File: src/rtl/count_disp_pkg.sv
// Shared definitions for the count display tile: converter FSM states,
// seven-segment code table and one-hot digit enables.
package count_disp_pkg;

    localparam int DIG_W  = 4;
    localparam int N_DIGS = 3;

    typedef enum logic [1:0] {
        ST_IDLE    = 2'd0,
        ST_CONVERT = 2'd1,
        ST_COMMIT  = 2'd2
    } state_t;

    // Segment codes for 0..F, bit0 = a ... bit6 = g, active high.
    localparam logic [6:0] SEG_TABLE [16] = '{
        7'h3F, 7'h06, 7'h5B, 7'h4F, 7'h66, 7'h6D, 7'h7D, 7'h07,
        7'h7F, 7'h6F, 7'h77, 7'h7C, 7'h39, 7'h5E, 7'h79, 7'h71
    };

    localparam logic [2:0] DIG_EN_UNITS = 3'b001;
    localparam logic [2:0] DIG_EN_TENS  = 3'b010;
    localparam logic [2:0] DIG_EN_HUNDS = 3'b100;

endpackage

File: src/rtl/bin2bcd_seq.sv
// Sequential 8-bit binary to 3-digit converter. Decimal mode runs
// shift-and-add-3; hex mode shifts only, leaving the raw nibbles.
// One conversion takes IDLE + 8 CONVERT + COMMIT = 10 cycles.
module bin2bcd_seq
    import count_disp_pkg::*;
(
    input  logic                      clk,
    input  logic                      rst_n,
    input  logic                      i_start,
    input  logic [7:0]                i_bin,
    input  logic                      i_hex,
    output logic                      o_busy,
    output logic                      o_done,
    output logic [N_DIGS*DIG_W-1:0]   o_digits,
    output logic                      o_hex
);

    state_t                    r_state;
    state_t                    w_state_next;
    logic [7:0]                r_bin;
    logic [N_DIGS*DIG_W-1:0]   r_bcd;
    logic [N_DIGS*DIG_W-1:0]   w_adj;
    logic [2:0]                r_iter;
    logic                      r_hex_work;
    logic [N_DIGS*DIG_W-1:0]   r_digits;
    logic                      r_hex_disp;

    // State register.
    // NOTE: sequential state uses non-blocking (<=) so every flop samples
    // pre-edge values; blocking here would create order-dependent races.
    always_ff @(posedge clk or negedge rst_n) begin
        if (!rst_n) r_state <= ST_IDLE;
        else        r_state <= w_state_next;
    end

    // Next-state logic: start only from IDLE, fixed 8 convert cycles.
    // NOTE: the default assignment first keeps this purely combinational;
    // a path that leaves w_state_next unassigned would infer a latch.
    always_comb begin
        w_state_next = r_state;
        case (r_state)
            ST_IDLE:    if (i_start) w_state_next = ST_CONVERT;
            ST_CONVERT: if (r_iter == 3'd7) w_state_next = ST_COMMIT;
            ST_COMMIT:  w_state_next = ST_IDLE;
            default:    w_state_next = ST_IDLE;
        endcase
    end

    // Handshake outputs decoded from state.
    always_comb begin
        o_busy = (r_state != ST_IDLE);
        o_done = (r_state == ST_COMMIT);
    end

    // Add-3 correction on every BCD nibble >= 5 (skipped in hex mode).
    always_comb begin
        w_adj = r_bcd;
        if (!r_hex_work) begin
            for (int i = 0; i < N_DIGS; i++) begin
                if (r_bcd[i*DIG_W +: DIG_W] >= 4'd5)
                    w_adj[i*DIG_W +: DIG_W] = r_bcd[i*DIG_W +: DIG_W] + 4'd3;
            end
        end
    end

    // Datapath: latch on start, shift {bcd, bin} in CONVERT, publish in COMMIT.
    always_ff @(posedge clk or negedge rst_n) begin
        if (!rst_n) begin
            r_bin      <= '0;
            r_bcd      <= '0;
            r_iter     <= '0;
            r_hex_work <= 1'b0;
            r_digits   <= '0;
            r_hex_disp <= 1'b0;
        end else begin
            case (r_state)
                ST_IDLE: begin
                    if (i_start) begin
                        r_bin      <= i_bin;
                        r_hex_work <= i_hex;
                        r_bcd      <= '0;
                        r_iter     <= '0;
                    end
                end
                ST_CONVERT: begin
                    r_bcd  <= {w_adj[N_DIGS*DIG_W-2:0], r_bin[7]};
                    r_bin  <= {r_bin[6:0], 1'b0};
                    r_iter <= r_iter + 3'd1;
                end
                ST_COMMIT: begin
                    r_digits   <= r_hex_work ? {4'h0, r_bcd[2*DIG_W-1:0]} : r_bcd;
                    r_hex_disp <= r_hex_work;
                end
                default: ;
            endcase
        end
    end

    assign o_digits = r_digits;
    assign o_hex    = r_hex_disp;

endmodule

File: src/rtl/tt_um_count_display_shivam.sv
// Count display tile: runs the converter continuously on ui_in and scans
// the three committed digits onto a multiplexed common-cathode display.
module tt_um_count_display_shivam
    import count_disp_pkg::*;
#(
    parameter int REFRESH_DIV = 1024
) (
    input  logic       clk,
    input  logic       rst_n,
    input  logic       ena,
    input  logic [7:0] ui_in,
    input  logic [7:0] uio_in,
    output logic [7:0] uo_out,
    output logic [7:0] uio_out,
    output logic [7:0] uio_oe
);

    localparam int PRE_W = (REFRESH_DIV > 2) ? $clog2(REFRESH_DIV) : 1;

    logic                     w_hold;
    logic                     w_hex_sel;
    logic                     w_blank_en;
    logic                     w_start;
    logic                     w_busy;
    logic                     w_done;
    logic [N_DIGS*DIG_W-1:0]  w_digits;
    logic                     w_hex_disp;
    logic                     w_unused;

    logic [PRE_W-1:0]         r_presc;
    logic [1:0]               r_dig_idx;
    logic [6:0]               r_seg;
    logic                     r_dp;
    logic [2:0]               r_en;

    logic                     w_wrap;
    logic [1:0]               w_idx_next;
    logic [DIG_W-1:0]         w_dig;
    logic                     w_blank;
    logic [2:0]               w_en_next;

    assign w_hold     = uio_in[0];
    assign w_hex_sel  = uio_in[1];
    assign w_blank_en = uio_in[2];
    assign w_start    = ena & ~w_hold & ~w_busy;
    assign w_unused   = ^{w_done, uio_in[7:3]};

    bin2bcd_seq u_conv (
        .clk      (clk),
        .rst_n    (rst_n),
        .i_start  (w_start),
        .i_bin    (ui_in),
        .i_hex    (w_hex_sel),
        .o_busy   (w_busy),
        .o_done   (w_done),
        .o_digits (w_digits),
        .o_hex    (w_hex_disp)
    );

    // Pick the digit for the upcoming slot and decide whether it is blanked.
    always_comb begin
        w_wrap     = (r_presc == PRE_W'(REFRESH_DIV - 1));
        w_idx_next = (r_dig_idx == 2'd2) ? 2'd0 : r_dig_idx + 2'd1;
        w_dig      = w_digits[DIG_W-1:0];
        w_blank    = 1'b0;
        w_en_next  = DIG_EN_UNITS;
        case (w_idx_next)
            2'd1: begin
                w_dig     = w_digits[2*DIG_W-1:DIG_W];
                w_en_next = DIG_EN_TENS;
                w_blank   = !w_hex_disp && w_blank_en &&
                            (w_digits[3*DIG_W-1:2*DIG_W] == 4'd0) &&
                            (w_digits[2*DIG_W-1:DIG_W] == 4'd0);
            end
            2'd2: begin
                w_dig     = w_digits[3*DIG_W-1:2*DIG_W];
                w_en_next = DIG_EN_HUNDS;
                w_blank   = w_hex_disp ||
                            (w_blank_en && (w_digits[3*DIG_W-1:2*DIG_W] == 4'd0));
            end
            default: ;
        endcase
    end

    // Prescaler and registered scan outputs; outputs move only on wrap.
    always_ff @(posedge clk or negedge rst_n) begin
        if (!rst_n) begin
            r_presc   <= '0;
            r_dig_idx <= 2'd0;
            r_seg     <= 7'h00;
            r_dp      <= 1'b0;
            r_en      <= 3'b000;
        end else if (w_wrap) begin
            r_presc   <= '0;
            r_dig_idx <= w_idx_next;
            r_seg     <= w_blank ? 7'h00 : SEG_TABLE[w_dig];
            r_dp      <= w_hex_disp && (w_idx_next == 2'd0);
            r_en      <= w_en_next;
        end else begin
            r_presc   <= r_presc + PRE_W'(1);
        end
    end

    assign uo_out  = {r_dp, r_seg};
    assign uio_out = {5'b00000, r_en};
    assign uio_oe  = 8'b0000_0111;

endmodule
File: config.mk
export PLATFORM = sky130hd
export DESIGN_NAME = tt_um_count_display_shivam
export DESIGN_NICKNAME = d
export VERILOG_FILES = /design/src/rtl/count_disp_pkg.sv /design/src/rtl/bin2bcd_seq.sv /design/src/rtl/tt_um_count_display_shivam.sv
export SDC_FILE = /design/constraint.sdc
export NUM_CORES = 1
export LEC_CHECK = 0
export CAP_MARGIN = 10
export CORE_MARGIN = 4
export CORE_UTILIZATION = 50
export DETAILED_ROUTE_END_ITERATION = 7
export DONT_BUFFER_PORTS = 1
export PLACE_DENSITY = 0.77
export SYNTH_ARGS = -nofsm -noshare
export SYNTH_HDL_FRONTEND = slang
export SYNTH_SLANG_ARGS = --single-unit
export TNS_END_PERCENT = 20
File: constraint.sdc
create_clock -name clk -period 1.9 [get_ports clk]
set_input_delay 0 -clock clk [delete_from_list [all_inputs] [get_ports clk]]
set_output_delay 0 -clock clk [all_outputs]
set_load 0.1 [all_outputs]
==> flow_summary.yaml, run 1 <==
outcome:
  status: "finished, final reports clean"
logic_synthesis:
  yosysSeqAreaShare_pct: 46.9
  ys_seq_elements: 60
  synth_top_cell_by_area: "dfrtp_1"
  synth.top_cells.by_count: "60 x dfrtp_1, 52 x nand2_1, 36 x o21ai_0"
  synth_edf_count: 0
  synth.area.top_cells: "dfrtp_1 47%, nand2_1 6.1%, ha_1 5.9%"
  synth_warnings: 0
  synth_most_common_cell: "dfrtp_1"
  synthCells: 323
  ys_async_sr_fraction_pct: 100
  synth.distinct_cells: 43
  syn_area_per_cell_um2: 9.91
  synth_top_area_share_pct: 46.9
  ys.flop_type: "dfrtp_1"
  syn_area_um2: 3200
timing:
  skew_ps: 9.70
  tightest_slew_ps: 633
  fin_crit_ps: 1860
  clock.fmax_mhz: 537
  finalHoldViolCount: 0
  slew_violations: 0
  period_share_pct: 98.0
  max-slew-margin-rel_pct: 57.8
  rsz0062_at_grt: "yes"
  setup-violations-final: 0
  setup_ws_ps: 38.2
global_route:
  antenna_found_initial: 0
  grt_pass1_vias: 2309
  grtUsageTotal_pct: 17.9
  grt_overflow: 0
  grt_max_degree: 61
  grt_first_pass_wirelength_um: 10700
power_and_ir_drop:
  vdd_drop_max_mv: 0.952
  leakage_uw: 0.00166
  total_power_uw: 5080
  power_density_nw_per_um2: 1350
placed_design:
  hpwl_um: 4270
  placed_area_um2: 3400
  numPortBuffers: 0
  finalWeightedCongestion: 0.756
  post-place-ws_ps: 14.2
layout:
  drive_above_1_share_pct: 18.6
  syn_to_final_growth_pct: 17.7
  final_nets: 390
  n_antenna_cell: 0
  final_area_um2: 3770
  fill_cells: 504
worst_setup_path:
  crit_required_ps: 2130
  path_class: "reg -> reg"
  critPathLaunchType: "register"
  cp_top_family: "multiplexers"
  cpPeakStageDelay_ps: 520
  cp_cell_sequence: "mux2_4 -> mux2i_4 -> ha_1 -> nand2_1 -> a32o_1 -> a22o_1"
  critical_path_buf_inv_count: 0
  worst-path-max-fanout: 6
  arrival_ps: 2090
  end_kind: "register"
  critPathSlowestCell: "dfrtp_4"
run:
  max-cap-violations: 0
clock_tree:
  clk_pin_slew_worst_paths_ps: 60
  clockBufferDepth: 2
  cts_max_level: 3
  cts_tree: "yes"
  cts_buffers: 9
  cts_sinks: 60
  cts-root-buf: "clkbuf_8"
  clk_latency_ps: 350
drt:
  drt_wl_total_um: 6170
  post_drt_via_cell_ratio: 5.35
  vias: 2334
  drt_iter0_markers: 104
  ant_nets: 0
  dr.pass1.iters: 4
  wl_per_cell_um: 14.1
  route.detailed.drc: 0
min_path:
  hp-class: "in -> reg"
floorplanning:
  die_w_um: 88.0
  coreArea_um2: 6060
  fp.dieH_um: 88.0
  rows: 28
  initial_utilization_pct: 52.8
  io-pin-count: 43
  dieArea_um2: 7750
==> final timing paths <==
check	slack, ps	start	depth (start not counted)	endpoint
min in group asynchronous	180	rst_n	2	r_dig_idx[1]$_DFFE_PN0N_
hold reg to reg	470	r_presc[9]$_DFF_PN0_	1	r_presc[9]$_DFF_PN0_
max in group asynchronous	1450	rst_n	2	u_conv.r_bcd[2]$_DFFE_PN0P_
setup / recovery	40	r_dig_idx[0]$_DFFE_PN0N_	6	r_seg[3]$_DFFE_PN0N_
setup reg to reg	40	r_dig_idx[0]$_DFFE_PN0N_	6	r_seg[3]$_DFFE_PN0N_
hold / removal	60	uio_in[2]	4	r_seg[1]$_DFFE_PN0N_
==> through the flow <==
step / util, % / TNS, ps / cells / hold slack [ps]
after global routing: 62.2 / -54.1 / 436 / 52.5
after detailed placement: 56.2 / 0 / 405 / -294
after floorplan: - / -740 / 334 / -296
final: 62.2 / 0 / 436 / 60.7
after global placement: 56.2 / 0 / 405 / -294
after CTS: 61.5 / -6.63 / 434 / 34.7
==> flip-flops by register name, summed over array words and instances (netlist names) <==
signal             flops
r_dig_idx              2
r_dp                   1
r_en                   1
r_presc               10
r_seg                  7
u_conv.o_digits       12
u_conv.o_hex           1
u_conv.r_bcd          12
u_conv.r_bin           8
u_conv.r_hex_work      1
u_conv.r_iter          3
u_conv.r_state         2
==> cell type report <==
cell class,count,area (um2),share of cell area (%)
timing repair buffer,39,343,9.10
clock inverter,4,25.0,0.664
sequential,60,1510,40.1
multi-input combinational,233,1600,42.5
clock buffer,12,145,3.85
tap,75,93.8,2.49
inverter,13,48.8,1.30
==> cells by family (layout without fill, tap and decap cells) <==
family | count (synthesis) | after routing | share of synthesized area (%)
adders and majority gates | 15 | 15 | 5.86
other | 2 | 13 | 0.235
AOI/OAI and AO/OA | 70 | 70 | 13.9
xor gates and xnor gates | 13 | 13 | 3.56
muxes | 26 | 26 | 8.99
DFF | 60 | 60 | 46.9
buffers and inverters | 41 | 68 | 6.76
and+or+nand+nor | 96 | 96 | 13.8
==> report_power, final <==
| group | internal [uW] | switching, uW | leakage (uW) |
|---|---|---|---|
| clock | 504 | 497 | 0.0000824 |
| sequential | 1650 | 366 | 0.000761 |
| combinational | 902 | 1160 | 0.000817 |
| total | 3050 | 2020 | 0.00166 |
==> worst register-to-register path, delay by kind of cell, from the launching register on <==
kind / cells / cell delay (ps)
flip-flops: 1 / 520
multiplexers: 2 / 550
adder cells (fa/ha/maj): 1 / 190
AO/OA/AOI/OAI: 2 / 420
AND/OR/NAND/NOR: 1 / 60
==> cell usage in the layout (no fill, tap or decap), types with 3 or more instances in the layout <==
master,n
inv_1,11
xor2_1,6
o21ai_0,35
nand3_1,5
conb_1,13
o31ai_1,4
xnor2_1,7
nand2b_1,7
nand2_1,52
mux2_2,7
mux2i_1,15
o22ai_1,4
a21oi_1,5
nor4_1,4
dlygate4sd3_1,12
buf_4,26
a22o_1,4
nor2b_1,3
dfrtp_1,58
and2_1,3
clkbuf_8,10
a32o_1,5
nor2_1,14
ha_1,12
==> per-layer routing <==
metal / track usage, % / routed length [um] / vias up
met4: 5.91 / 89 / 0
met5: 0 / 0 / -
met3: 7.34 / 354 / 9
met2: 28.9 / 2990 / 46
li1: - / - / 1155
met1: 21.9 / 2730 / 1124
==> timing repair <==
item,in CTS,in global routing
gates resized for setup,1,4
pin swaps,0,5
hold endpoints to repair,70,0
hold buffers,13,0
cloned,0,0
setup endpoints to repair,1,6
buffers inserted,0,2
No activity file was read; power rests on OpenSTA's default activity.
==> run 2, diff against run 1 <==
Settings changed: GPL_TIMING_DRIVEN from default to 0.
==> run 2 against run 1 <==
The flow now finishes with violations (negative setup slack). First-iteration DRC count shrank 25%. Critical path depth increased by 1. Clock skew decreased by 0.86 ps. Routed wire length grew 5.1%. Register-to-register slack worse by 290 ps. Die area unchanged. Flip-flop and latch count stayed put. Sequential power decreased by 2%.
==> flow_summary.yaml, run 2 (synthesized netlist as in run 1, its figures left out) <==
outcome:
  status: "complete, but fails checks"
  violations: "negative setup slack"
worst_setup_path:
  path_class: "reg -> reg"
  arrival_ps: 2390
  worst-path-max-fanout: 6
  r2r_cells: 7
  end_kind: "register"
  cpPeakStageDelay_ps: 630
  crit_required_ps: 2140
  critical_path_buf_inv_count: 1
  regToRegEndpoint: "r_seg[0]$_DFFE_PN0N_"
  regToRegSetupSlack_ps: -260
  critPathLaunchType: "register"
  cp_cell_sequence: "buf_6 -> mux2_4 -> mux2i_4 -> ha_2 -> and3_1 -> a21oi_1 -> a32o_1"
  cp_top_family: "flip-flops"
  worst_r2r_startpoint: "r_dig_idx[0]$_DFFE_PN0N_"
  critPathSlowestCell: "dfrtp_4"
placed_design:
  dp_cells: 409
  numPortBuffers: 0
  hpwl_um: 4340
  post-place-ws_ps: -307
  finalWeightedCongestion: 0.805
layout:
  syn_to_final_growth_pct: 18.3
  layout_commonest_cell: "dfrtp_1"
  fin_util_pct: 62.5
  stdcell_count: 442
  final_nets: 396
  drive_above_1_share_pct: 18.8
  layout_common_cells: "58 x dfrtp_1, 52 x nand2_1, 35 x o21ai_0"
  multi_input_area_um2: 1590
  n_antenna_cell: 0
  ff_latch_area_um2: 1510
  fill_cells: 485
drt:
  vias: 2360
  route.detailed.drc: 0
  wl_per_cell_um: 14.7
  post_drt_via_cell_ratio: 5.34
  drt_wl_total_um: 6480
  ant_nets: 0
  drt_iter0_markers: 78
  dr.pass1.iters: 4
clock_tree:
  clockBufferDepth: 2
  cts_sinks: 60
  clk_latency_ps: 350
  clk_pin_slew_worst_paths_ps: 70
  cts_buffers: 9
  cts_max_level: 3
  cts-root-buf: "clkbuf_8"
  cts_tree: "yes"
global_route:
  grt_max_degree: 61
  antenna_found_initial: 0
  grtUsageTotal_pct: 18.7
  grt_overflow: 0
  grt_first_pass_wirelength_um: 11200
  grt_pass1_vias: 2420
power_and_ir_drop:
  total_power_uw: 5270
  power_density_nw_per_um2: 1390
  vdd_drop_max_mv: 0.920
  leakage_uw: 0.00168
floorplanning:
  io-pin-count: 43
  rows: 28
  coreArea_um2: 6060
  die_w_um: 88.0
  fp.dieH_um: 88.0
  initial_utilization_pct: 52.8
  dieArea_um2: 7750
min_path:
  worstHoldPathCells: 4
  hp-class: "in -> reg"
  hold_start: "uio_in[2]"
  hold_end: "r_seg[1]$_DFFE_PN0N_"
timing:
  period_share_pct: 113
  setup_ws_ps: -256
  max-slew-margin-rel_pct: 39.1
  setup-violations-final: 7
  slew_violations: 0
  hold_ws_ps: 14.1
  rsz0062_at_grt: "yes"
  skew_ps: 8.84
  tightest_slew_ps: 914
  fin_crit_ps: 2160
  finalHoldViolCount: 0
  clock.fmax_mhz: 464
run:
  max-cap-violations: 0
==> run 2: worst max path at each step <==
stage,from,endpoint,slack (ps),depth (start not counted)
after global routing,r_dig_idx[0]$_DFFE_PN0N_,r_seg[2]$_DFFE_PN0N_,-330,8
after CTS,r_dig_idx[0]$_DFFE_PN0N_,r_seg[0]$_DFFE_PN0N_,-260,7
after global placement,r_dig_idx[0]$_DFFE_PN0N_,r_seg[3]$_DFFE_PN0N_,-270,8
final,r_dig_idx[0]$_DFFE_PN0N_,r_seg[0]$_DFFE_PN0N_,-260,7
after detailed placement,r_dig_idx[0]$_DFFE_PN0N_,r_seg[2]$_DFFE_PN0N_,-310,8
after floorplan,r_dig_idx[0]$_DFFE_PN0N_,r_seg[2]$_DFFE_PN0N_,-150,8
==> run 2: cell type report <==
class / count / share of cell area (%)
multi-input combinational: 233 / 42.1
sequential: 60 / 39.8
buffer: 28 / 4.66
timing repair buffer: 17 / 4.56
clock buffer: 10 / 3.37
tap: 75 / 2.48
clock inverter: 6 / 1.72
inverter: 13 / 1.29
==> run 2: repair_timing <==
action,in CTS,in global routing
gates resized for setup,4,11
buffers inserted,4,2
pin swaps,6,4
hold buffers,11,0
hold endpoints to repair,69,0
endpoints found under the setup margin,10,18
==> run 2: power by group <==
part           switching, uW  internal (uW)
registers                319           1650
logic                   1260            928
clock network            513            605
==> run 2: tightest hold or removal path, delay by kind of cell <==
family,cells,cell delay (ps)
AOI/OAI and AO/OA,3,270
and+or+nand+nor,1,50
==> run 2: routing by layer <==
metal	track usage, %	share of wire (%)
met1	20.8	41
met3	6.40	5.8
met2	32.8	52
met5	0	0
met4	7.28	1.3
==> run 2: through the flow <==
stage | TNS (ps) | area [um2]
2_1_floorplan | -740 | 3290
3_3_place_gp | -1460 | 3380
3_5_place_dp | -1740 | 3380
4_1_cts | -1530 | 3740
5_1_grt | -2120 | 3790
6_report | -1500 | 3790
==> run 3, diff against run 2 <==
Settings changed: CORE_UTILIZATION 50 to 30, PLACE_DENSITY 0.77 to 0.54.
==> run 3 against run 2 <==
The flow still finishes with violations (negative setup slack). Routed wire length is 0.51% lower. Cell count up 13%. Worst hold slack improved by 43 ps. Maximum frequency is 1.9% lower. Largest power group unchanged. Power decreased by 4.2%. Clock-buffer cell count decreased by 1. Combinational power fell by 4%. Sequential power about the same. Sequential share of layout area shrank 0.30 points. Via count is 1.5% lower. Die area is 60% higher.
==> flow_summary.yaml, run 3 (synthesized netlist as in run 1, its figures left out) <==
outcome:
  status: "complete, but fails checks"
  violations: "negative setup slack"
clock_tree:
  clk_latency_ps: 340
  cts_max_level: 3
  cts_sinks: 60
  clk_pin_slew_worst_paths_ps: 80
  cts_buffers: 9
  cts-root-buf: "clkbuf_8"
  cts_tree: "yes"
  clockBufferDepth: 2
global_route:
  grt_first_pass_wirelength_um: 11200
  grt_max_degree: 61
  grt_pass1_vias: 2337
  grt_overflow: 0
  antenna_found_initial: 0
  grtUsageTotal_pct: 10.9
timing:
  finalHoldViolCount: 0
  clock.fmax_mhz: 455
  slew_violations: 0
  fin_crit_ps: 2200
  tightest_slew_ps: 919
  rsz0062_at_grt: "yes"
  skew_ps: 10.6
  period_share_pct: 116
  setup_ws_ps: -297
  setup-violations-final: 7
  max-slew-margin-rel_pct: 38.7
  final.setup.tns_ps: -1730
drt:
  vias: 2324
  dr.pass1.iters: 4
  wl_per_cell_um: 12.9
  drt_wl_total_um: 6450
  route.detailed.drc: 0
  drt_iter0_markers: 138
  post_drt_via_cell_ratio: 4.64
  ant_nets: 0
worst_setup_path:
  cpPeakStageDelay_ps: 630
  critPathSlowestCell: "dfrtp_4"
  worst-path-max-fanout: 6
  end_kind: "register"
  cp_cell_sequence: "buf_6 -> mux2_4 -> mux2i_4 -> ha_2 -> nand2_1 -> a32o_1 -> a22o_1"
  cp_top_family: "flip-flops"
  arrival_ps: 2420
  path_class: "reg -> reg"
  critical_path_buf_inv_count: 1
  crit_required_ps: 2120
  critPathLaunchType: "register"
floorplanning:
  initial_utilization_pct: 30.9
  die_w_um: 111
  rows: 37
  io-pin-count: 43
  fp.dieH_um: 111
  dieArea_um2: 12400
  coreArea_um2: 10400
placed_design:
  placed_area_um2: 3460
  hpwl_um: 4520
  numPortBuffers: 0
  dp_cells: 470
  post-place-ws_ps: -284
  finalWeightedCongestion: 0.777
min_path:
  hp-class: "in -> reg"
layout:
  layout_commonest_cell: "dfrtp_1"
  final_nets: 394
  n_antenna_cell: 0
  drive_above_1_share_pct: 18.6
  syn_to_final_growth_pct: 19.2
  stdcell_count: 501
  layout_common_cells: "58 x dfrtp_1, 52 x nand2_1, 35 x o21ai_0"
  final_area_um2: 3820
power_and_ir_drop:
  leakage_uw: 0.00165
  vdd_drop_max_mv: 0.511
  power_density_nw_per_um2: 1320
  total_power_uw: 5050
run:
  max-cap-violations: 0
-- run 3: cell count changes in the layout (fill, tap and decap cells not counted), sizes merged --
cell | before | now
clkinvlp | 1 | 2
buf | 24 | 21
clkinv | 4 | 5
bufinv | 1 | 0
-- run 3: timing repair --
action                     4_1_cts  5_1_grt
gates resized for setup          2       11
hold buffers                    11        0
hold endpoints to repair        69        0
pin swaps                        0        4
setup endpoints to repair        7       19
buffers inserted                 3        1
-- run 3: cell type report --
type | count | area, um2
Fill cell | 1042 | 6550
Multi-Input combinational cell | 233 | 1590
Sequential cell | 60 | 1510
Buffer | 28 | 175
Tap cell | 136 | 170
Timing Repair Buffer | 15 | 158
Clock buffer | 9 | 124
Inverter | 13 | 48.8
Clock inverter | 7 | 43.8
-- run 3: final timing paths --
path	startpoint	end	slack [ps]	cells after the start
min in group asynchronous	rst_n	r_dig_idx[1]$_DFFE_PN0N_	190	2
setup reg to reg	r_dig_idx[0]$_DFFE_PN0N_	r_seg[3]$_DFFE_PN0N_	-300	7
setup / recovery	r_dig_idx[0]$_DFFE_PN0N_	r_seg[3]$_DFFE_PN0N_	-300	7
hold / removal	uio_in[2]	r_seg[1]$_DFFE_PN0N_	60	4
max in group asynchronous	rst_n	r_dig_idx[0]$_DFFE_PN0N_	1450	2
hold reg to reg	r_dp$_DFFE_PN0N_	r_dp$_DFFE_PN0N_	480	2
-- run 3: metal layers --
layer  share of wire [%]  wire [um]  GRT usage [%]
met3                 5.4        347           4.48
met4                0.81         52           2.19
met1                  46       2960           13.1
met5                   0          0              0
met2                  48       3090           18.5
-- run 3: metrics by stage --
stage               util, %  hold slack (ps)
CTS                    36.5             48.1
finish                 36.8             56.7
global route           36.8             63.7
floorplan                 -             -296
detailed placement     33.4             -294
global placement       33.4             -294
-- run 3: where the power goes --
group          internal, uW  switching (uW)
Combinational           875            1230
Sequential             1650             315
Clock                   464             518
Total                  2980            2060
-- run 3: tightest hold or removal path, stage by stage --
cell and delay [ps]:
a21o_1 100, a21oi_2 100, o221ai_1 90, nand2_1 60
